**src/rtl/cuenta1_arb_pkg.sv**
```systemverilog
// Shared state encodings, default widths and the round-robin pick
// used by the two-requester ones-counter.
package cuenta1_arb_pkg;

    typedef enum logic [1:0] {
        ST_IDLE  = 2'd0,
        ST_SHIFT = 2'd1,
        ST_DONE  = 2'd2
    } state_e;

    localparam int N_DEF  = 8;
    localparam int CW_DEF = $clog2(N_DEF + 1);

    // Returns the index of the requester that wins this cycle.
    function automatic logic rr_pick(input logic req0, input logic req1, input logic ptr);
        if (req0 && req1) begin
            return ptr;
        end
        return req1;
    endfunction

endpackage

```
**src/rtl/uc_cuenta1_arb.sv**
```systemverilog
// Control unit: round-robin arbiter plus the IDLE/SHIFT/DONE sequencer.
// Grants and completions are registered; datapath strobes are decoded from state.
module uc_cuenta1_arb
    import cuenta1_arb_pkg::*;
(
    input  logic clk,
    input  logic reset,
    input  logic req0_i,
    input  logic req1_i,
    input  logic q_zero_i,
    output logic gnt0_o,
    output logic gnt1_o,
    output logic fin0_o,
    output logic fin1_o,
    output logic busy_o,
    output logic owner_o,
    output logic load_o,
    output logic shift_o,
    output logic done_o
);

    state_e state_q;
    logic   owner_q;
    logic   ptr_q;
    logic   gnt_q;
    logic   fin0_q;
    logic   fin1_q;
    logic   any_req;
    logic   winner;

    assign any_req = req0_i | req1_i;
    assign winner  = rr_pick(req0_i, req1_i, ptr_q);

    // The grant is decided in IDLE (or in DONE for back-to-back service) and
    // shows up the following cycle, when the FSM is still IDLE; the operand is
    // captured at the end of that grant cycle.
    always_ff @(posedge clk) begin
        if (!reset) begin
            state_q <= ST_IDLE;
            owner_q <= 1'b0;
            ptr_q   <= 1'b0;
            gnt_q   <= 1'b0;
            fin0_q  <= 1'b0;
            fin1_q  <= 1'b0;
        end else begin
            gnt_q  <= 1'b0;
            fin0_q <= 1'b0;
            fin1_q <= 1'b0;
            case (state_q)
                ST_IDLE: begin
                    if (gnt_q) begin
                        state_q <= ST_SHIFT;
                    end else if (any_req) begin
                        gnt_q   <= 1'b1;
                        owner_q <= winner;
                        ptr_q   <= ~winner;
                    end
                end
                ST_SHIFT: begin
                    if (q_zero_i) begin
                        state_q <= ST_DONE;
                        fin0_q  <= ~owner_q;
                        fin1_q  <= owner_q;
                    end
                end
                ST_DONE: begin
                    state_q <= ST_IDLE;
                    if (any_req) begin
                        gnt_q   <= 1'b1;
                        owner_q <= winner;
                        ptr_q   <= ~winner;
                    end
                end
                default: begin
                    state_q <= ST_IDLE;
                end
            endcase
        end
    end

    assign gnt0_o  = gnt_q & ~owner_q;
    assign gnt1_o  = gnt_q & owner_q;
    assign fin0_o  = fin0_q;
    assign fin1_o  = fin1_q;
    assign busy_o  = (state_q != ST_IDLE);
    assign owner_o = owner_q;
    assign load_o  = (state_q == ST_IDLE) & gnt_q;
    assign shift_o = (state_q == ST_SHIFT) & ~q_zero_i;
    assign done_o  = (state_q == ST_SHIFT) & q_zero_i;

endmodule

```
**src/rtl/cuenta1_arb.sv**
```systemverilog
// Two-requester ones-counter: shift-and-add datapath with early termination,
// sequenced by uc_cuenta1_arb.
module cuenta1_arb
    import cuenta1_arb_pkg::*;
#(
    parameter int N  = N_DEF,
    parameter int CW = CW_DEF
) (
    input  logic          clk,
    input  logic          reset,
    input  logic          req0,
    input  logic          req1,
    input  logic [N-1:0]  valor0,
    input  logic [N-1:0]  valor1,
    output logic          gnt0,
    output logic          gnt1,
    output logic          busy,
    output logic [CW-1:0] cuenta,
    output logic          fin0,
    output logic          fin1
);

    logic [N-1:0]  q_q;
    logic [N-1:0]  q_d;
    logic [CW-1:0] a_q;
    logic [CW-1:0] a_d;
    logic [CW-1:0] cuenta_q;
    logic [CW-1:0] cuenta_d;
    logic          load;
    logic          shift;
    logic          done_enter;
    logic          owner;
    logic          q_zero;

    assign q_zero = (q_q == '0);

    uc_cuenta1_arb u_uc (
        .clk      (clk),
        .reset    (reset),
        .req0_i   (req0),
        .req1_i   (req1),
        .q_zero_i (q_zero),
        .gnt0_o   (gnt0),
        .gnt1_o   (gnt1),
        .fin0_o   (fin0),
        .fin1_o   (fin1),
        .busy_o   (busy),
        .owner_o  (owner),
        .load_o   (load),
        .shift_o  (shift),
        .done_o   (done_enter)
    );

    // cuenta is a separate register so partial sums in A never reach the port.
    always_comb begin
        q_d      = q_q;
        a_d      = a_q;
        cuenta_d = cuenta_q;
        if (load) begin
            q_d = owner ? valor1 : valor0;
            a_d = '0;
        end else if (shift) begin
            a_d = a_q + {{(CW-1){1'b0}}, q_q[0]};
            q_d = q_q >> 1;
        end
        if (done_enter) begin
            cuenta_d = a_q;
        end
    end

    always_ff @(posedge clk) begin
        if (!reset) begin
            q_q      <= '0;
            a_q      <= '0;
            cuenta_q <= '0;
        end else begin
            q_q      <= q_d;
            a_q      <= a_d;
            cuenta_q <= cuenta_d;
        end
    end

    assign cuenta = cuenta_q;

endmodule
```
**config.mk**
```make
export PLATFORM = sky130hd
export DESIGN_NAME = cuenta1_arb
export DESIGN_NICKNAME = d
export VERILOG_FILES = /design/src/rtl/cuenta1_arb_pkg.sv /design/src/rtl/uc_cuenta1_arb.sv /design/src/rtl/cuenta1_arb.sv
export SDC_FILE = /design/constraint.sdc
export NUM_CORES = 1
export LEC_CHECK = 0
export BUFFER_PORTS_ARGS = -buffer_cell sky130_fd_sc_hd__buf_2
export CAP_MARGIN = 40
export CORE_UTILIZATION = 50
export CTS_BUF_LIST = sky130_fd_sc_hd__clkbuf_16
export DETAILED_ROUTE_END_ITERATION = 6
export PLACE_DENSITY = 0.77
export SLEW_MARGIN = 20
export SYNTH_ARGS = -nofsm -noshare
export SYNTH_HDL_FRONTEND = slang
export SYNTH_HIERARCHICAL = 1
export SYNTH_SLANG_ARGS = --single-unit
```
**constraint.sdc**
```tcl
create_clock -name clk -period 4.3 [get_ports clk]
set_input_delay 0.215 -clock clk [delete_from_list [all_inputs] [get_ports clk]]
set_output_delay 0.215 -clock clk [all_outputs]
set_load 0.005 [all_outputs]
```
# After elaboration in Yosys (flattened, before gate mapping)
# Cells that the tools add are included.
word_totals:
  register_bits: 23
  latchBits: 0
  mem_bits_rw: 0
  romBits: 0
  inputBits: 20
  out_inout_bits: 9
  wordCells: 53
  memories: 0
classes:
  addsub: 1
  n_mul: 0
  n_div: 0
  n_lt_le_gt_ge: 0
  eq_ne: 5
  shifts: 0
  mux: 18
  bitwise_logic: 10
  reduce_logical: 10
op_table:
  columns: ["operator", "n"]
  rows:
  - ["2-to-1 mux 8 bit", 3]
  - ["2-to-1 mux 1 bit", 9]
  - ["zero test 8 bit", 1]
  - ["one-hot mux 1 bit (2 select lines)", 3]
  - ["nonzero test 2 bit", 3]
  - ["AND 1 bit", 5]
  - ["adder 4 x 1 -> 4 bit", 1]
  - ["2-to-1 mux 2 bit", 2]
  - ["!= test 2 x 1 -> 1 bit, second input constant", 2]
  - ["NOT 1 bit", 4]
  - ["one-hot mux 2 bit (2 select lines)", 1]
  - ["AND reduction 2 bit", 2]
  - ["AND reduction 3 bit", 1]
  - ["equality test 2 x 1 -> 1 bit, second input constant", 1]
  - ["equality test 2 bit, second input constant", 1]
  - ["zero test 2 bit", 1]
  - ["!= test 2 bit, second input constant", 1]
  - ["OR reduction 2 bit", 1]
  - ["logical AND 1 bit", 1]
  - ["bitwise OR 1 bit", 1]

# Logic depth before layout (Yosys ltp)
# Gate-level depths: netlist of run 1.
depth:
  depth_word: 7
  depth_mapped: 7
  mapped_depth_nobuf: 6

# Hierarchy
# The synthesis of run 1 kept the hierarchy.
modules_own_cells:
  columns: ["mod", "instances", "cells_per_inst", "area_each_um2", "seq_area_each_um2"]
  rows:
  - ["cuenta1_arb", 1, 70, 733.2, 320.3]
  - ["uc_cuenta1_arb", 1, 30, 290.3, 140.1]

# Worst setup path before layout of run 1
# No wires, ideal clock.
synth_timing:
  kind: "register to register"
  start: "register q_q[3]"
  end: "register cuenta_q[0], in the netlist cuenta[0]"
  t_arrival_ns: 1.583
  setup_slack_ns: 2.601
  stages_incl_launch_ff: 7
  path_buffers: 1
  cell_sequence: "dfxtp_1 -> or4_1 -> nor2_1 -> and3b_1 -> clkbuf_1 -> mux2i_1 -> nor2b_1"
synth_between:
  elab_chain_cells: 2
synth_lines:
  columns: ["element", "line", "text"]
  rows:
  - ["start, declared", "cuenta1_arb.sv:23", "logic [N-1:0] q_q;"]
  - ["start signal, assigned", "cuenta1_arb.sv:77", "q_q <= q_d;"]
  - ["zero test 8 bit", "cuenta1_arb.sv:35", "assign q_zero = (q_q == '0);"]
  - ["via q_zero", "cuenta1_arb.sv:33", "logic q_zero;"]
  - ["AND 1 bit", "uc_cuenta1_arb.sv:89", "assign done_o = (state_q == ST_SHIFT) & q_zero_i;"]
  - ["via done_enter", "cuenta1_arb.sv:31", "logic done_enter;"]
  - ["end signal, assigned", "cuenta1_arb.sv:79", "cuenta_q <= cuenta_d;"]
  - ["end, declared", "cuenta1_arb.sv:27", "logic [CW-1:0] cuenta_q;"]
# The timed path passes the listed nets, and every way through them passes these cells.
# A chain may end at the register's enable or synchronous reset.

# Worst setup path in the final report of run 1
layout_timing:
  start: "register q_q[3]"
  end: "register cuenta_q[3], in the netlist cuenta[3]"
# The elaborated chain is that of the path after synthesis.

==> metrics.txt, run 1 <==
vias in the first global route approximately 750; grt met1 use 26.1%; # diodes 0; first-pass GRT wire length around 3200 um; status finished, final reports clean; Worst Skew roughly 0.0023 ns; drt drc 0; DRT antenna net count 0; Syn. warnings 6; Yosys top cell by area dfxtp_1; met3 usage 3.46%; CP arrival 1.99 ns; CTS H-tree lvls 1; Non-Filler Instances approximately 160; sequential share of power 46.4%; total power draw approximately 0.53 mW; IO buf count 28; Clk Latency, worst-skew pair around 0.25 ns; CTS root buf clkbuf_16; Die Area roughly 0.0022 sq mm; Pins Over Slew Limit 0; vias per cell around 5.3; P&R area growth vs syn 23.8%; grt met2 use between 30% and 40%; Clock Pin Slew Worst Setup and Hold Paths approximately 0.060 ns; dpl ws 2.50 ns; CTS Hold Bufs 0; layout cells sized above 1 approximately 28%; pin count of the biggest net entering global routing 15; Achievable Freq about 0.54 GHz; max_slew headroom a little under three fifths; syn_nets 122; Yosys reg bits 23; clk buf depth 2; Synth Area per Inst slightly above 10 sq um; top post-synthesis cells by area dfxtp_1 45%, mux2i_1 21%, o22ai_1 4.3%, nor2b_1 3.7%, ha_1 2.4%; Netlist Area Pre-Place 0.00102 sq mm; hold slack approximately 0.22 ns; clock share of power a little under two fifths; transition time of the tightest slew-check pin between 0.6 and 0.7 ns; Min-Delay Path Depth 3; Routed WL per cell between 10 and 15 um; post-cts sizing count 0; Sw Ratio between 20% and 30%; worst endpoint required time 4.45 ns; initial antenna violation count 0; CP Launch Type flip-flop; Seq/Total Area, Yosys around 45%; post-synth top area share between 40 and 50%; Hold Path Class input pin to flip-flop; nets between 150 and 200; 1st-iter DRT viols 9; max cap viols 0; Post-CTS Setup Inserts 0; clock sink count 23; chip height between 40 and 50 um; vias post-DR between 800 and 900; Sw Pwr between 0.1 and 0.15 mW; total grt overflow 0; setup TNS 0 ns; Num CTS Buffers 3; Tmin final 1.84 ns; RSZ-0062 raised after global routing no; num rows 16; # IOs 29; fin crit share a little over two fifths; Crit Path Class flip-flop to flip-flop; Cell variety after synth 31; Synth Instances 100; Worst Path Max Fanout 6; peak supply drop between 0.0002 and 0.0003 V; Overall Global Routing Usage approximately a fifth; Initial Util between 50% and 60%; Leakage Power 0.550 nW; Detailed Routing Iterations Pass 1 4; Internal Power approximately 0.4 mW; Final Hold Fails 0; CTS tree built; # fillers about 180; R2R cell count 5; final setup fails 0; Routed WL ~2000 um; Worst Slack Setup Final about 2.5 ns; Placed Cells 152; Die W around 47 um; P per Cell Area 419 mW/mm^2; CP Capture Type flip-flop; RePlAce Congestion approximately 0.8; combinational power share 17.0%; dpl hpwl approximately 1400 um; most used routing layer in global routing met2; core area just under 0.002 sq mm
layout make-up:
cell class	count	area [sq um]	area share, %
multi-input combinational	71	539	42.5
sequential	23	460	36.3
timing repair buffer	29	148	11.6
clock buffer	3	75.1	5.92
tap	27	33.8	2.67
inverter	2	7.51	0.592
clock inverter	1	3.75	0.296
state kept, by name, indices dropped and copies added (netlist names):
register and count:
a_q 4, cuenta 4, q_q 8, u_uc/fin0_o 1, u_uc/fin1_o 1, u_uc/gnt_q 1
u_uc/owner_o 1, u_uc/ptr_q 1, u_uc/state_q 2
per-layer routing:
| layer | wire, um | up-vias |
|---|---|---|
| met3 | 75 | 5 |
| met2 | 967 | 26 |
| met5 | 0 | - |
| li1 | - | 416 |
| met1 | 871 | 381 |
| met4 | 36 | 0 |
power by group through the flow:
| stage | registers [mW] | clock network [mW] | logic [mW] |
|---|---|---|---|
| floorplan | 0.243 | 0 | 0.0694 |
| global placement | 0.249 | 0 | 0.0856 |
| global route | 0.249 | 0.205 | 0.100 |
| CTS | 0.246 | 0.198 | 0.0909 |
| detailed placement | 0.251 | 0 | 0.0894 |
| finish | 0.246 | 0.195 | 0.0901 |
synthesized netlist by cell type:
library cell and number:
nor2b_4 1, and2b_1 1, nand2_1 3, mux2i_1 21
or2_1 1, nor2_1 6, o22ai_1 7, nor3b_1 1
nor2_2 1, o2111ai_1 1, o21ai_0 3, and2_4 1
nand3_1 1, inv_1 2, and2_1 1, buf_2 2
nand2b_1 2, buf_4 1, o211a_1 1, nand4_1 1
nor2b_1 6, or4_1 2, dfxtp_1 23, nor3_1 2
and3_1 1, o21a_1 1, a21oi_1 1, clkbuf_1 1
and3b_1 1, xor2_1 2, ha_1 2
metrics by stage:
step / utilization [%] / area (sq um)
after floorplan: - / 1020
after global routing: 65.3 / 1270
after detailed placement: 61.2 / 1190
after CTS: 65.3 / 1270
final: 65.3 / 1270
after global placement: 60.8 / 1180
critical path, cell delays in order, from the launching register on:
cell     delay [ns]
dfxtp_1        0.32
or4_1          0.52
nor2_1         0.20
and3b_1        0.40
mux2i_1        0.22
nor2b_1        0.07
cell usage in the layout, fill, tap and decap left out, drive strengths merged:
cell / n
clkbuf: 3
buf: 29
and2: 2
and2b: 1
nor3b: 1
inv: 3
nand3: 1
o21a: 1
dfxtp: 23
xor2: 2
o21ai: 3
o211a: 1
a21oi: 1
nor2: 7
and3: 1
nor2b: 7
or2: 1
o22ai: 7
and3b: 1
o2111ai: 1
ha: 2
or4: 2
nand2b: 2
nand2: 3
mux2i: 21
nor3: 2
nand4: 1
cell families (layout without fill, tap and decap cells):
logic type               Yosys count  count (layout)  synth area share (%)
AO/OA/AOI/OAI                     14              14                  8.80
XOR/XNOR                           2               2                  1.71
multiplexers                      21              21                  20.5
flip-flops                        23              23                  45.0
buffers and inverters              6              35                  2.81
AND/OR/NAND/NOR                   32              32                  18.7
adder cells (fa/ha/maj)            2               2                  2.44
worst paths after layout:
| check | slack, ns | startpoint | end |
|---|---|---|---|
| setup / recovery | 2.46 | q_q[3] | cuenta[3] |
| hold / removal | 0.22 | valor0[6] | q_q[6] |
| setup reg to reg | 2.46 | q_q[3] | cuenta[3] |
| hold reg to reg | 0.52 | cuenta[2] | cuenta[2] |
No activity file was read; power rests on OpenSTA's default activity.
==> run 2, diff against run 1 <==
- clock period: 4.3 -> 1.75 ns (I/O delays scaled with it)
==> run 2 against run 1 <==
Net effect: largest power group unchanged; cell area increased by 8.2%; sequential share of layout area down 2.8 points; highest routed layer unchanged; count of clock-buffer cells in the layout unchanged.
==> metrics.txt, run 2 (same netlist as run 1, synthesis figures left out) <==
status finished, final reports clean; peak supply drop about 0.00066 V; worst reg-to-reg setup slack 0.04 ns; clock share of power about a third; final setup fails 0; Sw Ratio approximately 25%; Leakage Power ~0.6 nW; drt drc 0; num rows 16; Hold Crit Endpoint q_q[6]; vias post-DR 854; nets between 150 and 200; Routed WL per cell around 13 um; chip height around 47 um; utilization after layout 70.6%; Achievable Freq around 0.6 GHz; fin crit share a little over nine tenths; clk buf depth 2; Detailed Routing Iterations Pass 1 4; commonest non-fill, non-tap cell in the layout buf_2; P&R area growth vs syn 34.0%; Internal Power 1.04 mW; Die W approximately 47 um; total power draw 1.39 mW; Initial Util 52.7%; Die Area between 0.002 and 0.0025 sq mm; # fillers 154; Tmin final between 1.5 and 2 ns; 1st-iter DRT viols 5; worst endpoint required time around 1.9 ns; core area approximately 0.002 sq mm; Overall Global Routing Usage about a fifth; CP Launch Type flip-flop; CP arrival 1.85 ns; Clock Pin Slew Worst Setup and Hold Paths roughly 0.06 ns; dpl ws -0.0326 ns; P per Cell Area 1020 mW/mm^2; max cap viols 0; dpl hpwl between 1500 and 2000 um; max_slew headroom roughly 66%; Reg-to-Reg Start q_q[7]; CP Capture Type flip-flop; # IOs 29; CTS H-tree lvls 1; Min-Delay Path Depth 3; vias per cell 5.18; Critical R2R Capture cuenta[2]; pin count of the biggest net entering global routing 15; leading cell types in the layout, fill and taps excluded 28 x buf_2, 23 x dfxtp_1, 21 x mux2i_1; CTS tree built; RePlAce Congestion a little under 0.8; layout cells sized above 1 roughly 36%; largest reg by FF count q_q; Worst Slack Setup Final roughly 0.038 ns; combinational power share 22.5%; Pins Over Slew Limit 0; Sw Pwr between 0.3 and 0.4 mW; max FFs per register 8; Routed WL approximately 2100 um; DRT antenna net count 0; RSZ-0062 raised after global routing yes; sequential share of power 42.8%; Worst Skew ~0.0035 ns; # diodes 0; total grt overflow 0; Num CTS Buffers 3; Hold Startpoint valor0[6]; R2R cell count 5; Hold Path Class input pin to flip-flop; CTS root buf clkbuf_16; Worst Path Max Fanout 6; Crit Path Class flip-flop to flip-flop; initial antenna violation count 0; Final Hold Fails 0; clock sink count 23; first-pass GRT wire length around 3300 um; vias in the first global route 778; Clk Latency, worst-skew pair roughly 0.25 ns; transition time of the tightest slew-check pin a little over 0.5 ns; IO buf count 28
==> run 2: metal layers <==
metal  wire (um)  track usage (%)  up-vias  part of all wire, %
met4           7             6.86        0                 0.34
met1         978             27.6      398                   47
met2        1030             35.9       21                   50
li1            -                -      433                    -
met3          59             3.46        2                  2.8
met5           0                0        -                    0
==> run 2: worst max-delay path, cell delays in order (launching register included) <==
cell and delay [ns]:
dfxtp_1 0.31, or4_4 0.55, nor2_4 0.15, and3b_2 0.30
mux2i_1 0.24, nor2b_1 0.06
==> run 2: worst max path at each step <==
stage	start	endpoint	slack [ns]	depth (start not counted)
floorplan	q_q[3]	cuenta[0]	0.05	6
global placement	q_q[4]	a_q[3]	-0.08	6
detailed placement	q_q[7]	cuenta[2]	-0.03	5
CTS	q_q[3]	a_q[3]	0.03	7
global route	q_q[7]	cuenta[1]	-0.05	5
finish	q_q[7]	cuenta[2]	0.04	5
==> run 2: cell type report <==
cell class	instances	area, sq um	share of cell area, %
Clock inverter	1	5.00	0.365
Tap cell	27	33.8	2.46
Sequential cell	23	460	33.6
Inverter	2	7.51	0.547
Timing Repair Buffer	38	228	16.6
Clock buffer	3	75.1	5.47
Multi-Input combinational cell	71	562	41.0
==> run 2: metrics by stage <==
step	std cells	setup TNS (ns)	area (sq um)	hold WS, ns
floorplan	100	0	1020	0.205
global placement	160	-0.502	1250	0.370
detailed placement	161	-0.0379	1260	0.390
CTS	165	0	1340	0.130
global route	165	-0.117	1370	0.148
finish	165	0	1370	0.127
==> run 2: what timing repair did <==
action | CTS | global route
endpoints found under the setup margin | 6 | 10
pin swaps | 0 | 3
resized for setup | 2 | 4
buffers inserted | 0 | 1
hold buffers | 0 | 0
==> run 2: power groups by stage <==
| stage | Combinational, mW | Sequential (mW) | Clock, mW |
|---|---|---|---|
| floorplan | 0.171 | 0.596 | 0 |
| global placement | 0.255 | 0.602 | 0 |
| detailed placement | 0.265 | 0.603 | 0 |
| CTS | 0.276 | 0.593 | 0.489 |
| global route | 0.341 | 0.602 | 0.513 |
| finish | 0.314 | 0.596 | 0.482 |
